[config.mk]
export PLATFORM = sky130hd
export DESIGN_NAME = video_layer_compositor
export DESIGN_NICKNAME = d
export VERILOG_FILES = /design/src/rtl/video_pkg.sv /design/src/rtl/video_sprite_hit.sv /design/src/rtl/video_layer_compositor.sv
export SDC_FILE = /design/constraint.sdc
export NUM_CORES = 1
export LEC_CHECK = 0
export CORE_MARGIN = 1.5
export CORE_UTILIZATION = 42
export DETAILED_ROUTE_END_ITERATION = 12
export PLACE_DENSITY = 0.66
export SYNTH_ARGS = -nofsm -noshare
export SYNTH_HDL_FRONTEND = slang
export SYNTH_SLANG_ARGS = --single-unit
[constraint.sdc]
create_clock -name clk -period 3.55 [get_ports clk]
set_clock_uncertainty 0.15 [all_clocks]
set_input_delay 0.355 -clock clk [delete_from_list [all_inputs] [get_ports clk]]
set_output_delay 0.355 -clock clk [all_outputs]
set_load 0.1 [all_outputs]
[src/rtl/video_pkg.sv]
// Shared defaults and register-port encodings for the video compositor block.
// Pure declarations; no logic, no latency, no flow control.
package video_pkg;

  localparam int DEF_COLOR_BITS = 4;
  localparam int DEF_COORD_BITS = 16;
  localparam int PIPE_LATENCY   = 3;

  typedef enum logic [1:0] {
    FIELD_POS_X  = 2'd0,
    FIELD_POS_Y  = 2'd1,
    FIELD_ENABLE = 2'd2,
    FIELD_RSVD   = 2'd3
  } reg_field_e;

endpackage

[src/rtl/video_sprite_hit.sv]
// Per-sprite shadow/active position+enable registers, hit test and local coordinates.
// Outputs registered one cycle after x/y; writes always accepted, commit on frame_start.
module video_sprite_hit
  import video_pkg::*;
#(
  parameter int SPRITE_LOG2 = 5,
  parameter int COORD_BITS  = DEF_COORD_BITS
) (
  input  logic                   clk,
  input  logic                   reset,
  input  logic                   wr_en_i,
  input  reg_field_e             wr_field_i,
  input  logic [COORD_BITS-1:0]  wr_data_i,
  input  logic                   frame_start_i,
  input  logic [COORD_BITS-1:0]  x_i,
  input  logic [COORD_BITS-1:0]  y_i,
  input  logic                   visible_i,
  output logic                   active_o,
  output logic [SPRITE_LOG2-1:0] loc_x_o,
  output logic [SPRITE_LOG2-1:0] loc_y_o
);

  localparam logic [COORD_BITS:0] EDGE =
    {{(COORD_BITS-SPRITE_LOG2){1'b0}}, 1'b1, {SPRITE_LOG2{1'b0}}};

  logic [COORD_BITS-1:0]  shd_x_q, shd_x_d, shd_y_q, shd_y_d;
  logic [COORD_BITS-1:0]  act_x_q, act_x_d, act_y_q, act_y_d;
  logic                   shd_en_q, shd_en_d, act_en_q, act_en_d;
  logic                   active_q, active_d;
  logic [SPRITE_LOG2-1:0] loc_x_q, loc_x_d, loc_y_q, loc_y_d;
  logic [COORD_BITS:0]    end_x, end_y;
  logic                   in_x, in_y;

  always_comb begin
    shd_x_d  = shd_x_q;
    shd_y_d  = shd_y_q;
    shd_en_d = shd_en_q;
    if (wr_en_i) begin
      case (wr_field_i)
        FIELD_POS_X:  shd_x_d  = wr_data_i;
        FIELD_POS_Y:  shd_y_d  = wr_data_i;
        FIELD_ENABLE: shd_en_d = wr_data_i[0];
        default:      ;
      endcase
    end
    // Commit takes the post-write shadow so a same-cycle write lands this frame.
    act_x_d  = frame_start_i ? shd_x_d  : act_x_q;
    act_y_d  = frame_start_i ? shd_y_d  : act_y_q;
    act_en_d = frame_start_i ? shd_en_d : act_en_q;
  end

  // Extra top bit keeps sprites near the coordinate maximum clipped instead of wrapping.
  assign end_x = {1'b0, act_x_q} + EDGE;
  assign end_y = {1'b0, act_y_q} + EDGE;
  assign in_x  = (x_i >= act_x_q) && ({1'b0, x_i} < end_x);
  assign in_y  = (y_i >= act_y_q) && ({1'b0, y_i} < end_y);

  always_comb begin
    active_d = act_en_q && in_x && in_y && visible_i;
    loc_x_d  = SPRITE_LOG2'(x_i - act_x_q);
    loc_y_d  = SPRITE_LOG2'(y_i - act_y_q);
  end

  always_ff @(posedge clk) begin
    if (reset) begin
      shd_x_q  <= '0;
      shd_y_q  <= '0;
      shd_en_q <= 1'b0;
      act_x_q  <= '0;
      act_y_q  <= '0;
      act_en_q <= 1'b0;
      active_q <= 1'b0;
      loc_x_q  <= '0;
      loc_y_q  <= '0;
    end else begin
      shd_x_q  <= shd_x_d;
      shd_y_q  <= shd_y_d;
      shd_en_q <= shd_en_d;
      act_x_q  <= act_x_d;
      act_y_q  <= act_y_d;
      act_en_q <= act_en_d;
      active_q <= active_d;
      loc_x_q  <= loc_x_d;
      loc_y_q  <= loc_y_d;
    end
  end

  assign active_o = active_q;
  assign loc_x_o  = loc_x_q;
  assign loc_y_o  = loc_y_q;

endmodule

[src/rtl/video_layer_compositor.sv]
// Composites a background stream with NUM_SPRITES fixed-priority sprite layers (index 0 on top).
// Latency 3 cycles from x/y/visible/syncs to r/g/b/de/syncs; no backpressure anywhere.
module video_layer_compositor
  import video_pkg::*;
#(
  parameter int NUM_SPRITES = 4,
  parameter int SPRITE_LOG2 = 5,
  parameter int COLOR_BITS  = DEF_COLOR_BITS,
  parameter int COORD_BITS  = DEF_COORD_BITS,
  localparam int SEL_BITS   = (NUM_SPRITES > 1) ? $clog2(NUM_SPRITES) : 1
) (
  input  logic                               clk,
  input  logic                               reset,
  input  logic                               visible,
  input  logic                               hsync_in,
  input  logic                               vsync_in,
  input  logic                               frame_start,
  input  logic [COORD_BITS-1:0]              x,
  input  logic [COORD_BITS-1:0]              y,
  input  logic [COLOR_BITS-1:0]              bg_r,
  input  logic [COLOR_BITS-1:0]              bg_g,
  input  logic [COLOR_BITS-1:0]              bg_b,
  output logic [NUM_SPRITES*SPRITE_LOG2-1:0] spr_x,
  output logic [NUM_SPRITES*SPRITE_LOG2-1:0] spr_y,
  output logic [NUM_SPRITES-1:0]             spr_active,
  input  logic [NUM_SPRITES*COLOR_BITS-1:0]  spr_r,
  input  logic [NUM_SPRITES*COLOR_BITS-1:0]  spr_g,
  input  logic [NUM_SPRITES*COLOR_BITS-1:0]  spr_b,
  input  logic [NUM_SPRITES-1:0]             spr_opaque,
  input  logic                               reg_we,
  input  logic [SEL_BITS-1:0]                reg_sel,
  input  logic [1:0]                         reg_field,
  input  logic [COORD_BITS-1:0]              reg_wdata,
  output logic [COLOR_BITS-1:0]              r,
  output logic [COLOR_BITS-1:0]              g,
  output logic [COLOR_BITS-1:0]              b,
  output logic                               de,
  output logic                               hsync,
  output logic                               vsync
);

  typedef struct packed {
    logic                  de;
    logic                  hs;
    logic                  vs;
    logic [COLOR_BITS-1:0] r;
    logic [COLOR_BITS-1:0] g;
    logic [COLOR_BITS-1:0] b;
  } pix_t;

  pix_t                   s0_q, s0_d, s1_q, out_q, out_d;
  logic [NUM_SPRITES-1:0] act0, act1_q;
  logic [COLOR_BITS-1:0]  mux_r, mux_g, mux_b;

  for (genvar i = 0; i < NUM_SPRITES; i++) begin : g_spr
    video_sprite_hit #(
      .SPRITE_LOG2 (SPRITE_LOG2),
      .COORD_BITS  (COORD_BITS)
    ) u_hit (
      .clk           (clk),
      .reset         (reset),
      .wr_en_i       (reg_we && (reg_sel == SEL_BITS'(i))),
      .wr_field_i    (reg_field_e'(reg_field)),
      .wr_data_i     (reg_wdata),
      .frame_start_i (frame_start),
      .x_i           (x),
      .y_i           (y),
      .visible_i     (visible),
      .active_o      (act0[i]),
      .loc_x_o       (spr_x[i*SPRITE_LOG2 +: SPRITE_LOG2]),
      .loc_y_o       (spr_y[i*SPRITE_LOG2 +: SPRITE_LOG2])
    );
  end

  assign spr_active = act0;
  assign s0_d = '{de: visible, hs: hsync_in, vs: vsync_in, r: bg_r, g: bg_g, b: bg_b};

  // Sprite colours arrive one cycle after spr_x/spr_y, so hits are delayed once more to line up.
  always_comb begin
    mux_r = s1_q.r;
    mux_g = s1_q.g;
    mux_b = s1_q.b;
    for (int i = NUM_SPRITES - 1; i >= 0; i--) begin
      if (act1_q[i] && spr_opaque[i]) begin
        mux_r = spr_r[i*COLOR_BITS +: COLOR_BITS];
        mux_g = spr_g[i*COLOR_BITS +: COLOR_BITS];
        mux_b = spr_b[i*COLOR_BITS +: COLOR_BITS];
      end
    end
    out_d   = s1_q;
    out_d.r = s1_q.de ? mux_r : '0;
    out_d.g = s1_q.de ? mux_g : '0;
    out_d.b = s1_q.de ? mux_b : '0;
  end

  always_ff @(posedge clk) begin
    if (reset) begin
      s0_q   <= '0;
      s1_q   <= '0;
      act1_q <= '0;
      out_q  <= '0;
    end else begin
      s0_q   <= s0_d;
      s1_q   <= s0_q;
      act1_q <= act0;
      out_q  <= out_d;
    end
  end

  assign r     = out_q.r;
  assign g     = out_q.g;
  assign b     = out_q.b;
  assign de    = out_q.de;
  assign hsync = out_q.hs;
  assign vsync = out_q.vs;

endmodule

==> results of run 1 <==
how the worst max path moves through the flow:
stage | start | endpoint | slack [ns] | depth (start not counted)
2_1_floorplan | g_spr[2].u_hit.act_x_q[7] | g_spr[2].u_hit.active_o | 0.98 | 11
3_3_place_gp | x[7] | g_spr[2].u_hit.active_o | 0.37 | 8
3_5_place_dp | x[6] | g_spr[2].u_hit.active_o | 0.35 | 8
4_1_cts | g_spr[2].u_hit.act_x_q[7] | g_spr[2].u_hit.active_o | 0.45 | 9
5_1_grt | g_spr[3].u_hit.act_y_q[7] | g_spr[3].u_hit.active_o | 0.17 | 10
6_report | g_spr[3].u_hit.act_y_q[7] | g_spr[3].u_hit.active_o | 0.44 | 10
cells in the final DEF, fill, tap and decap left out, drive strengths merged, types with 15 or more instances in the layout:
cell,instances
nor2b,48
a21o,33
a21oi,84
inv,142
buf,35
ha,224
mux2i,132
o21ai,35
nand3,71
dfxtp,357
clkdlybuf4s50,178
a311oi,15
nand4,39
xnor2,78
nor2,361
clkbuf,57
nand2,70
a211oi,161
logic make-up (layout without fill, tap and decap cells):
group,after synthesis,in the layout,share of synthesized area
AO/OA/AOI/OAI,381,381,0.139
AND/OR/NAND/NOR,663,663,0.163
multiplexers,132,132,0.0696
buffers and inverters,252,423,0.0530
XOR/XNOR,92,92,0.0425
adder cells (fa/ha/maj),232,232,0.156
flip-flops,357,357,0.377
registers in the layout (all words and copies together), names as in the netlist, 12 cells and up:
register	flops
g_spr.u_hit.shd_y_q	64
g_spr.u_hit.act_x_q	64
g_spr.u_hit.act_y_q	64
s0_q	15
g_spr.u_hit.shd_x_q	64
g_spr.u_hit.loc_y_o	20
s1_q	12
g_spr.u_hit.loc_x_o	20
worst max-delay path, stage by stage (launching register included):
cell       delay (ns)
dfxtp_1          0.43
nand3_1          0.15
nor3_1           0.43
nand3_1          0.16
xnor2_1          0.18
ha_1             0.26
nand4_1          0.14
a2111oi_0        0.08
a2111oi_0        0.56
o21ai_0          0.26
nor4_1           0.19
cell type report:
cell class | instances | area, sq um | area share
multi-input combinational | 1500 | 10800 | 0.478
sequential | 357 | 7150 | 0.316
timing repair buffer | 213 | 2080 | 0.0919
inverter | 141 | 529 | 0.0234
tap | 592 | 741 | 0.0327
clock buffer | 57 | 1140 | 0.0502
clock inverter | 12 | 195 | 0.00862
stage by stage:
step | util | hold slack, ns | instance area [sq um] | power [mW] | setup slack, ns
after floorplan | - | 0.264 | 19000 | 5.61 | 0.976
final | 0.510 | 0.0949 | 22600 | 10.5 | 0.443
after detailed placement | 0.480 | 0.274 | 21300 | 6.29 | 0.347
after global routing | 0.510 | 0.128 | 22600 | 10.9 | 0.175
after global placement | 0.480 | 0.267 | 21300 | 6.25 | 0.371
after CTS | 0.510 | 0.0844 | 22600 | 10.6 | 0.447
layer usage:
metal  vias up  global-route usage  part of all wire
met3       112              0.0352             0.057
met5         -                   0                 0
li1       7687                   -                 -
met1      7443               0.324              0.47
met2       475               0.387              0.44
met4         0              0.0839             0.032
report_power, final:
part / switching (mW) / internal (mW)
Sequential: 0.107 / 4.17
Combinational: 1.25 / 0.694
Clock: 1.68 / 2.59
synthesized netlist by cell type, drive strengths merged, types with 39 or more instances:
| library cell | number |
|---|---|
| nor2 | 361 |
| dfxtp | 357 |
| ha | 224 |
| a211oi | 161 |
| inv | 141 |
| mux2i | 132 |
| clkbuf | 93 |
| a21oi | 84 |
| xnor2 | 78 |
| nand3 | 71 |
| nand2 | 70 |
| nor2b | 48 |
| nand4 | 39 |
==> flow_results.org, run 1 <==
** Setup path
- The worst setup path is of the register to register kind.
- Origin of the critical flop-to-flop path :: g_spr[3].u_hit.act_y_q[7]
- For the worst setup path, the data required time is 3.86 ns.
- Critical R2R Capture :: g_spr[3].u_hit.active_o
- For flop-to-flop paths, the worst setup slack is 0.44 ns.
- Worst EP arrival :: 3.42 ns
- Kind of start point of the critical path :: register
- The worst setup path is captured at a register.
- Counting cells, the worst reg-to-reg path comes to 10.
- CP max FO :: 6

** CTS
- Hold bufs inserted after CTS :: 0
- CTS placed an instance of clkbuf_16 at the clock tree root.
- TritonCTS built the clock tree.
- Count of instances resized after the clock tree is built :: 0
- TritonCTS buffer count :: 40
- After clock tree synthesis, the clock-pin slew on the worst setup and hold paths is 0.06 ns.
- Clock latency on the worst-skew pair, taken at its later pin, is 0.56 ns.
- Counting every sink on the clock net gives 357.
- In this run the post-CTS setup repair buffer count came out at 0.
- Clk buf depth :: 3
- The H-tree generated during clock tree synthesis spans 2 levels.

** Logic synthesis
- In this run, synthesis produced a sequential element count of 357.
- After synthesis, the netlist uses 62 different library cells.
- For this run, asynchronously set or reset flops after synthesis account for 0.
- Of all cell types, the one taking the most synthesized area is dfxtp_1.
- Of the post-synthesis cell area, the dominant cell type holds 0.377.
- Top area cells in the synthesized netlist :: dfxtp_1 (38%), ha_1 (15%), nor2_1 (7.1%)
- The share of the Yosys chip area taken by registers is 0.377.
- The mapped netlist covers 19,000 sq um.
- Synthesized instance count :: 2,109
- Dividing the synthesized area by the synthesized cell count gives 9.00 sq um.
- Warning count from the yosys run :: 0
- Among all flip-flop cells after synthesis, the most frequent one is dfxtp_1.
- Synthesized Nets :: 2,464
- In this run, synthesis inferred 0 flip-flops with an integrated enable.

** Routing
- Post-detailed-route count of antenna-violating nets :: 0
- The first routing iteration left 1,008 violations.
- DRC violations left :: 0
- Detailed-routing iteration count for the pre-antenna-repair pass :: 5
- DRT Wirelength :: 56,000 microns
- Using the TritonRoute via totals, the vias-per-cell ratio works out to 5.47.
- Via count :: 15,717
- WL per Instance :: 19.5 microns

** GRT
- In the global route stage, overall resource usage came out at 0.239.
- Antenna violations before repair :: 0
- Entering global routing, the biggest net connects 172 pins.
- Global-route wire length before repair :: 86,800 microns
- Global routing finished with a remaining overflow of 0.
- Vias in the first global route :: 15,552

** Placement
- Detailed placement finished with a half-perimeter wire length of 40,800 microns.
- RD Place Congestion :: 0.957
- Once placement completed, the tool counted placed cells totaling 2,803.
- Buffers placed on the I/O ports in this run total 181.

** Floorplan
- Core area :: 44,400 sq um
- Height of the die :: 216 microns
- During I/O placement, the number of pins put on the boundary was 182.
- Die span in x :: 216 microns
- DIE AREA :: 46,500 sq um
- The initial utilization of the core area, before any placement, comes to 0.427.
- The floorplan has 77 rows.

** STA
- At the pin with the least slew margin, the transition time is 1.06 ns.
- In the final timing run, aggregate negative setup slack is 0 ns.
- Headroom to the max-slew limit came out at 0.294.
- The final-report hold violation count is 0.
- The final count of pins violating max slew is 0.
- Derived from the worst setup path, the maximum achievable clock frequency is 0.322 GHz.
- Setup violations remaining at the end of the flow were counted as 0.
- Crit share post-route :: 0.875
- Setup repair after global routing left no endpoint under its margin.
- The routed design could run at a clock period as short as 3.11 ns.

** Power and ir drop
- Dividing total power by cell area gives a power density of 463 nW/um^2.
- Across the VDD grid, the largest voltage drop is 354 uV.
- Leakage dissipation :: 9.24 nW

** Flow run
- Max capacitance violation total :: 0

** Finish
- In the final layout, the share of cells above drive strength 1 is 0.0474.
- Net count, final :: 2,608
- Synthesis-to-finish area growth :: 19.4%
- The filler cells instantiated in the layout total 4,137.
- Final cell count without fillers :: 2,872
- Antenna cell count :: 0

** Run status
- Result of the run :: complete, no violations

** Worst hold path
- Worst Hold Endpoint :: act1_q[3]
- Worst Hold Depth :: 2
- Worst hold-check path type :: input port to register
- Min-Delay Startpoint :: reset
(Power assumes the default switching activity.)
==> run 2, diff against run 1 <==
- CORE_MARGIN: 1.5 -> 5
==> run 2 against run 1 <==
Routed wire length grew 2.3%. Total power shrank 0.70%. First-iteration DRC count grew 3.4%. Critical path depth is the same. Sequential share of layout area shrank 0.050 points. Sequential power is essentially flat. Non-clock buffer count grew 5. Flip-flop and latch count is the same. Register-to-register slack gained 0.07 ns. Setup slack gained 0.070 ns. Cell count grew 0.21%. Maximum frequency grew 2.3%. Critical path type unchanged. Largest cell class unchanged. Highest routed layer unchanged.
==> flow_results.org, run 2 (synthesis gave the netlist of run 1 again) <==
** Run status
- The flow ran to the end, and the final reports show no timing, DRC or antenna violations.

** Routing
- The final routed DRC violation total was 0 (unchanged).
- Ratio of routed vias to standard cells :: 5.43 (-0.78%)
- The via count was 15,627 (-0.57%).
- DRT Wirelength :: 57,300 microns (+2.3%)
- WL per Instance :: 19.9 microns (+2.1%)
- The number of iterations in the first detailed-routing pass was 7 (+2).
- The remaining number of nets flagged by the antenna check after routing came to 0 (unchanged).
- The starting DRC count in detailed routing is 1,042 (+3.4%).

** CTS
- Hold bufs inserted after CTS :: 0 (unchanged)
- CTS tree :: done
- The number of buffers on the longest clock path was 3 (unchanged).
- TritonCTS buffer count :: 39 (-2.5%)
- Clock Root Buffer :: clkbuf_16
- The later-pin clock latency in the skew report came to 0.56 ns (about the same).
- Total clock sinks :: 357 (unchanged)
- The number of H-tree levels is 2 (unchanged).
- The number of setup buffers added after CTS was 0 (unchanged).
- The clock transition at the registers of the reported paths is 0.06 ns (about the same).

** Flow run
- The count of max-cap constraint violations came to 0 (unchanged).

** Placement
- Dpl hpwl :: 42,400 microns (+4.0%)
- The number of port buffers was 181 (unchanged).
- Post-Place Cells :: 2,808 (+0.18%)
- The weighted congestion reported at the end of routability-driven placement is 0.929 (-2.9%).
- Setup WS pre-CTS :: 0.289 ns (-0.0575 ns)

** GRT
- The first-pass GRT wire length is 88,000 microns (+1.4%).
- The number of global-route vias before repair is 15,411 (-0.91%).
- Congestion Overflow GR :: 0 (unchanged)
- GRT Overall Usage :: 0.224 (-0.0150)
- Maximum number of pins on one net before global-route repair :: 191 (+11%)
- Antenna violations before repair :: 1 (+1)

** Setup path
- CP max FO :: 6 (unchanged)
- CP Cell Sequence :: nand3_1 -> nor3_2 -> nand3_1 -> xnor2_1 -> ha_1 -> nand4_1 -> a2111oi_0 -> a2111oi_0 -> o21ai_0 -> nor4_1
- Data required time at the worst endpoint :: 3.85 ns (about the same)
- Critical path class :: register to register
- On the critical path the largest part of the delay comes from compound AO/OA/AOI/OAI gates.
- The count of buffering cells on the critical path with inverters included came to 0 (unchanged).
- Critical path capture point type :: register
- The arrival time reported for the critical path endpoint came to 3.34 ns (-0.08 ns).
- STA classifies the critical path startpoint as a register.
- Slowest stage cell, crit path :: a2111oi_0
- Crit-path max cell delay :: 0.57 ns (about the same)

** Finish
- Final Core Density :: 0.511 (+0.000817)
- Top library cells by usage in the layout, fill and taps aside :: nor2_1 (358), dfxtp_1 (357), ha_1 (224)
- Leaving out fill and tap cells, the most frequent cell in the layout is nor2_1.
- The share of post-route cells with drive strength above 1 came to 0.0503 (+0.00294).
- From synthesis to final layout, the design area changed by 19.6%.
- The layout net count is 2,612 (+0.15%).
- The filler-free cell count of the finished design is 2,878 (+0.21%).
- The number of antenna repair diodes came to 0 (unchanged).

** STA
- The slew at the pin closest to its max-slew limit was 1.07 ns (+0.0121 ns).
- Max Transition Viols Final :: 0 (unchanged)
- Time the worst path needs with I/O delays and setup :: 3.04 ns (-0.0703 ns)
- The relative slew slack is 0.286 (-0.00810).
- Endpoints failing hold :: 0 (unchanged)
- Crit share post-route :: 0.855 (-0.0198)
- The final number of setup-violating endpoints was 0 (unchanged).
- Setup TNS :: 0 ns (unchanged)
- PnR worst setup slack :: 0.514 ns (+0.0703 ns)
- Setup repair after global routing left no endpoint under its margin.
- Top achievable clock speed :: 0.329 GHz (+2.3%)

** Floorplan
- Height of the die :: 223 microns (+3.2%)
- Core area :: 44,400 sq um (unchanged)
- The die span in x came to 223 microns (+3.2%).
- The number of placed I/O pins came to 182 (unchanged).
- Initial Utilization :: 0.427 (unchanged)
- The die area was 49,500 sq um (+6.6%).
- The placement row count is 77 (unchanged).

** Worst hold path
- Worst hold-check path type :: input port to register

** Power and ir drop
- Power per cell area :: 459 nW/um^2 (-0.86%)
- The static leakage power is 9.25 nW (+0.16%).
- The peak supply drop was 404 uV (+14%).
==> run 2: changes by cell type in the layout (fill, tap and decap cells not counted), sizes merged <==
cell	delta
bufinv	-1
clkinvlp	+1
buf	+4
clkinv	+3
clkbuf	-2
clkdlybuf4s50	+1
==> run 2: report_power, final <==
part / internal, mW / switching, mW / leakage (nW)
Sequential: 4.17 / 0.111 / 2.92
Combinational: 0.703 / 1.26 / 5.70
Clock: 2.48 / 1.69 / 0.637
Total: 7.36 / 3.06 / 9.25
==> run 2: area by class of cell <==
| cell class | count | area, sq um |
|---|---|---|
| clock buffer | 55 | 1110 |
| multi-input combinational | 1500 | 10800 |
| tap | 592 | 741 |
| fill | 4063 | 21700 |
| clock inverter | 15 | 203 |
| timing repair buffer | 218 | 2130 |
| sequential | 357 | 7150 |
| inverter | 141 | 529 |
==> run 2: final timing paths <==
kind / startpoint / endpoint / slack [ns] / cells past startpoint
min reg2reg: s0_q[14] / out_d[14] / 0.28 / 1
max reg2reg: g_spr[3].u_hit.act_y_q[7] / g_spr[3].u_hit.active_o / 0.51 / 10
max: g_spr[3].u_hit.act_y_q[7] / g_spr[3].u_hit.active_o / 0.51 / 10
min: reset / g_spr[3].u_hit.loc_x_o[1] / 0.03 / 2
==> run 2: repair_timing <==
| action | 4_1_cts | 5_1_grt |
|---|---|---|
| resized for setup | 0 | 1 |
| hold endpoints to repair | 0 | 0 |
| endpoints found under the setup margin | 0 | 1 |
==> run 2: metrics by stage <==
step,hold WS [ns],power [mW],cell area (sq um)
2_1_floorplan,0.264,5.61,19000
3_3_place_gp,0.267,6.29,21400
3_5_place_dp,0.277,6.32,21400
4_1_cts,0.00481,10.5,22700
5_1_grt,0.0391,10.9,22700
6_report,0.0264,10.4,22700
==> run 2: per-layer routing <==
layer	vias to the layer above	track usage	wire length (microns)
met4	0	0.0642	1640
met2	439	0.351	25000
li1	7693	-	-
met1	7405	0.316	27500
met5	-	0	0
met3	90	0.0422	3180
==> run 3, diff against run 2 <==
- CTS_CLUSTER_SIZE: default -> 14
==> results of run 3 <==
The final DEF is identical to that of run 2; final timing and power are the same.
